`config.mk`:
```
export PLATFORM = sky130hd
export DESIGN_NAME = tick_scheduler
export DESIGN_NICKNAME = d
export VERILOG_FILES = /design/src/rtl/tick_scheduler.sv
export SDC_FILE = /design/constraint.sdc
export NUM_CORES = 1
export LEC_CHECK = 0
export CORE_MARGIN = 2
export CORE_UTILIZATION = 45
export DETAILED_ROUTE_END_ITERATION = 7
export MAX_ROUTING_LAYER = met4
export PLACE_DENSITY = 0.65
export SYNTH_ARGS = -nofsm -noshare
export SYNTH_HDL_FRONTEND = slang
export SYNTH_SLANG_ARGS = --single-unit
```
`constraint.sdc`:
```
create_clock -name cLocK -period 1.9 [get_ports cLocK]
set_input_delay 0.475 -clock cLocK [delete_from_list [all_inputs] [get_ports cLocK]]
set_output_delay 0.475 -clock cLocK [all_outputs]
set_load 0.01 [all_outputs]
```
`src/rtl/tick_scheduler.sv`:
```
// rtl/tick_scheduler.sv - multi-channel tick scheduler sharing one base prescaler
// Optional square-wave outputs: define TICK_SCHED_SQUARE_EN.
module tick_scheduler #(
    parameter int NCH      = 4,
    parameter int DW       = 8,
    parameter int PRESCALE = 1
) (
    input  logic                   cLocK,
    input  logic                   Reset,
    input  logic                   cfg_valid,
    output logic                   cfg_ready,
    input  logic [$clog2(NCH)-1:0] cfg_ch,
    input  logic [DW-1:0]          cfg_ratio,
    input  logic                   cfg_en,
    output logic [NCH-1:0]         tick,
    output logic [NCH-1:0]         ch_active
`ifdef TICK_SCHED_SQUARE_EN
    ,
    output logic [NCH-1:0]         sq
`endif
);

    localparam int CW = $clog2(NCH);
    localparam int PW = (PRESCALE > 1) ? $clog2(PRESCALE) : 1;

    typedef enum logic [1:0] {
        IDLE   = 2'd0,
        RUN    = 2'd1,
        UPDATE = 2'd2
    } state_t;

    state_t          state;
    logic [PW-1:0]   pre;
    logic [DW-1:0]   cnt   [NCH];
    logic [DW-1:0]   ratio [NCH];
    logic [CW-1:0]   l_ch;
    logic [DW-1:0]   l_ratio;
    logic            l_en;
    logic            base;
    logic [NCH-1:0]  wr;
    logic [NCH-1:0]  act_upd;

    assign cfg_ready = (state != UPDATE);
    assign base      = (pre == PW'(PRESCALE - 1));

    // Channel enable vector as it will look after the pending write lands.
    always_comb begin
        wr      = '0;
        act_upd = ch_active;
        for (int i = 0; i < NCH; i++) begin
            if (state == UPDATE && l_ch == CW'(i)) begin
                wr[i]      = 1'b1;
                act_upd[i] = l_en;
            end
        end
    end

    always_ff @(posedge cLocK) begin
        if (!Reset) begin
            state     <= IDLE;
            pre       <= '0;
            l_ch      <= '0;
            l_ratio   <= '0;
            l_en      <= 1'b0;
            tick      <= '0;
            ch_active <= '0;
            for (int i = 0; i < NCH; i++) begin
                cnt[i]   <= '0;
                ratio[i] <= '0;
            end
`ifdef TICK_SCHED_SQUARE_EN
            sq        <= '0;
`endif
        end else begin
            case (state)
                IDLE, RUN: begin
                    if (cfg_valid) begin
                        l_ch    <= cfg_ch;
                        l_ratio <= cfg_ratio;
                        l_en    <= cfg_en;
                        state   <= UPDATE;
                    end
                end
                UPDATE:  state <= (|act_upd) ? RUN : IDLE;
                default: state <= IDLE;
            endcase

            // The prescaler only runs while some channel is live, so a start
            // from IDLE always begins at phase 0.
            if (!(|ch_active) || (state == UPDATE && !(|act_upd)))
                pre <= '0;
            else if (base)
                pre <= '0;
            else
                pre <= pre + PW'(1);

            for (int i = 0; i < NCH; i++) begin
                tick[i] <= 1'b0;
                if (wr[i]) begin
                    ratio[i]     <= l_ratio;
                    cnt[i]       <= '0;
                    ch_active[i] <= l_en;
`ifdef TICK_SCHED_SQUARE_EN
                    if (!l_en)
                        sq[i] <= 1'b0;
`endif
                end else if (ch_active[i] && base) begin
                    if (cnt[i] == ratio[i]) begin
                        cnt[i]  <= '0;
                        tick[i] <= 1'b1;
`ifdef TICK_SCHED_SQUARE_EN
                        sq[i]   <= ~sq[i];
`endif
                    end else begin
                        cnt[i] <= cnt[i] + DW'(1);
                    end
                end
            end
        end
    end

endmodule

```
==> impl_metrics.yaml, run 1 <==
placement:
  dp.cells: 489
  globalplace.congestion: 0.802
  portBuffers: 22
  dp_hpwl_um: 5210
clock_network:
  htree_levels: 3
  clock_latency_ns: 0.35
  cts_tree: "built"
  cts_made_buffers: 9
  clkTransAtPathRegs_ns: 0.08
  cts_root_buffer: "clkbuf_8"
  cts_buffer_depth: 2
  clock-sinks: 86
final_layout:
  syn_to_final_growth_pct: 17.1
  fillers: 774
  drive_gt1_share_pct: 11.3
  final_nets: 410
  final_util_pct: 54.1
  fin_cells: 505
  diodes: 0
drt:
  drt-initial-drc-count: 97
  wl_um: 7350
  vias: 2578
  firstDrtPassIters: 4
  drc_errors: 0
  antenna_left: 0
  vias_per_cell: 5.10
  wl_per_cell_um: 14.6
die:
  initial_core_util_pct: 46.2
  dieWidth_um: 98.1
  rows: 34
  die-area_um2: 9630
  ios: 23
  core_um2: 8640
  die_h_um: 98.1
synthesis:
  synth_seq_area_share_pct: 59.3
  async_reset_ff_share_pct: 0
  avgSynthCellArea_um2: 11.4
  synthFlopType: "edfxtp_1"
  synth_edf_count: 64
  yosys_warnings: 0
  syn-num-nets: 368
  synth-seq-cells: 86
  syn_inst: 350
  synth_area_um2: 3990
  synth.distinct_cells: 40
timing:
  fin_crit_sh_pct: 97.0
  setup_violations: 0
  hold_viol_final: 0
  fin_skew_ns: 0.0156
  slew_violations: 0
  max_freq_mhz: 543
  rsz0062_at_grt: "no"
  period_minus_slack_ns: 1.84
power_and_ir_drop:
  peakVddDrop_uv: 347
  pwr-share-comb_pct: 6.6
  power_leakage_nw: 1.82
  clkPwrFrac_pct: 36.5
  power_density_nw_per_um2: 818
  switching_share_pct: 22.7
  p_switching_uw: 866
  power_mw: 3.82
  cell_internal_pwr_mw: 2.95
  p_seq_share_pct: 56.9
setup_path:
  critPathKind: "reg -> out"
  crit_required_ns: 1.42
  crit_cells: 1
  crit_family: "buffers and inverters"
  cpMaxStageDelayCell: "clkdlybuf4s50_1"
  path_buf_inv: 1
  rr_worst_depth: 4
  cp-start-kind: "flip-flop"
  path_max_fanout: 5
  reg2reg_slack_ns: 0.19
  critical-path-max-stage-delay_ns: 0.58
  r2r_end: "cnt[3][7]"
  cp.arrival_ns: 1.37
  r2r_start: "cnt[3][5]"
  cp_cell_sequence: "clkdlybuf4s50_1"
  end_kind: "output pin"
global_route:
  grt_antenna_before_repair: 0
  grt_pass1_vias: 2545
  grt_pass1_wl_um: 12400
  overflow: 0
  grt_max_degree: 20
  grt_usage_pct: 16.7
flow_run:
  cap_violations: 0
hold_path:
  worstHoldStart: "ch_active[0]"
  hp-class: "reg -> reg"
  min_to: "ch_active[0]"
  whs_path_depth: 2
status:
  status: "complete, no violations"
-- layout by cell type (no fill, tap or decap), types with 13 or more instances in the layout --
cell             Yosys  routed
edfxtp_1            64      64
nor2_1              43      43
xor2_1              43      43
nand2_1             29      29
nand3_1             26      26
and3_1              21      21
clkdlybuf4s50_1      0      21
dfxtp_1             22      19
and2_1              16      16
buf_4                0      14
a21oi_1             13      13
xnor2_1             13      13
-- sequential cells by signal (all words and copies together) (netlist names) --
signal and count:
cnt 32, ratio 32, l_ratio 8, ch_active 4, tick 4, l_ch 2
state 2, l_en 1, pre 1
-- area by class of cell --
cell class,count,area (µm²),share of cell area [%]
clock buffers,10,128,2.73
clock inverters,6,87.6,1.88
inverters,6,22.5,0.482
multi-input cells,251,1570,33.5
flip-flops and latches,86,2370,50.7
well taps,108,135,2.89
repair buffers,38,364,7.80
-- routing by layer --
metal	global-route usage, %	part of all wire (%)	vias up
met3	2.65	3.4	2
met1	23.4	51	1222
li1	-	-	1308
met2	25.1	45	46
met4	5.45	0.48	0
met5	-	0	-
-- Yosys cell counts (2+ instances only) --
cell	instances	area share, %
nand2b_1	4	0.63
mux2i_1	3	0.75
clkbuf_1	5	0.47
nand2_1	29	2.7
nand3_1	26	3.3
nand4_1	2	0.31
a21oi_1	13	1.6
nor3_1	3	0.38
and3_1	21	3.3
and2_1	16	2.5
nor4_1	4	0.63
dfxtp_1	22	11
a21o_1	2	0.38
edfxtp_1	64	48
a31o_2	2	0.44
xor2_1	43	9.4
nor2_1	43	4.0
inv_1	5	0.47
o21ai_0	4	0.50
ha_1	4	1.3
and3_2	4	0.75
xnor2_1	13	2.9
-- worst max-delay path by stage --
stage | endpoint | slack, ns | startpoint
CTS | ch_active[0] | 0.02 | ch_active[0]
finish | ch_active[2] | 0.06 | ch_active[2]
global placement | ratio[1][5] | -0.07 | Reset
detailed placement | ratio[3][3] | -0.09 | Reset
global route | ch_active[2] | 0.01 | ch_active[2]
floorplan | cnt[2][0] | 0.12 | state[1]
-- timing repair --
| item | in CTS | in global routing |
|---|---|---|
| buffers inserted | 0 | 0 |
| hold buffers | 0 | 0 |
| gates cloned | 0 | 0 |
| resized for setup | 2 | 2 |
| setup endpoints to repair | 1 | 2 |
-- logic make-up after synthesis --
kind of cell	after synthesis	share of synthesized area, %
AOI/OAI and AO/OA	25	3.89
xor gates and xnor gates	56	12.3
adders and majority gates	4	1.26
buffers and inverters	13	1.44
DFF	86	59.3
muxes	4	1.04
other	1	0.0941
and+or+nand+nor	161	20.7
-- through the flow --
step | TNS, ns | worst slack [ns] | hold WS (ns) | instance area (µm²)
after floorplan | 0 | 0.124 | 0.457 | 3990
after CTS | 0 | 0.0246 | 0.559 | 4670
final | 0 | 0.0573 | 0.510 | 4670
after global placement | -1.91 | -0.0699 | 0.538 | 4450
after detailed placement | -3.30 | -0.0931 | 0.542 | 4450
after global routing | 0 | 0.0123 | 0.523 | 4670
-- power by group through the flow --
stage               Combinational [mW]  Sequential [mW]  Clock [mW]
finish                           0.253             2.17        1.39
detailed placement               0.254             2.22           0
global placement                 0.247             2.22           0
CTS                              0.254             2.18        1.41
global route                     0.285             2.19        1.50
floorplan                        0.163             2.19           0
-- worst register-to-register path, stage by stage, from the launching register on --
cell	delay, ns
edfxtp_1	0.47
xor2_1	0.19
nor4_1	0.39
a31o_2	0.32
nor2_1	0.08
Power figures use the tool's default switching activity.
==> run 2, diff against run 1 <==
--- a/config.mk
+++ b/config.mk
@@ -10,6 +10,7 @@
 export DETAILED_ROUTE_END_ITERATION = 7
 export MAX_ROUTING_LAYER = met4
 export PLACE_DENSITY = 0.65
+export SLEW_MARGIN = 40
 export SYNTH_ARGS = -nofsm -noshare
 export SYNTH_HDL_FRONTEND = slang
 export SYNTH_SLANG_ARGS = --single-unit
==> results of run 2 <==
No change in the layout: final DEF, timing and power equal those of run 1.
==> run 3, diff against run 2 <==
--- a/config.mk
+++ b/config.mk
@@ -5,6 +5,7 @@
 export SDC_FILE = /design/constraint.sdc
 export NUM_CORES = 1
 export LEC_CHECK = 0
+export CAP_MARGIN = 10
 export CORE_MARGIN = 2
 export CORE_UTILIZATION = 45
 export DETAILED_ROUTE_END_ITERATION = 7
==> results of run 3 <==
No change in the layout: final DEF, timing and power equal those of run 1.
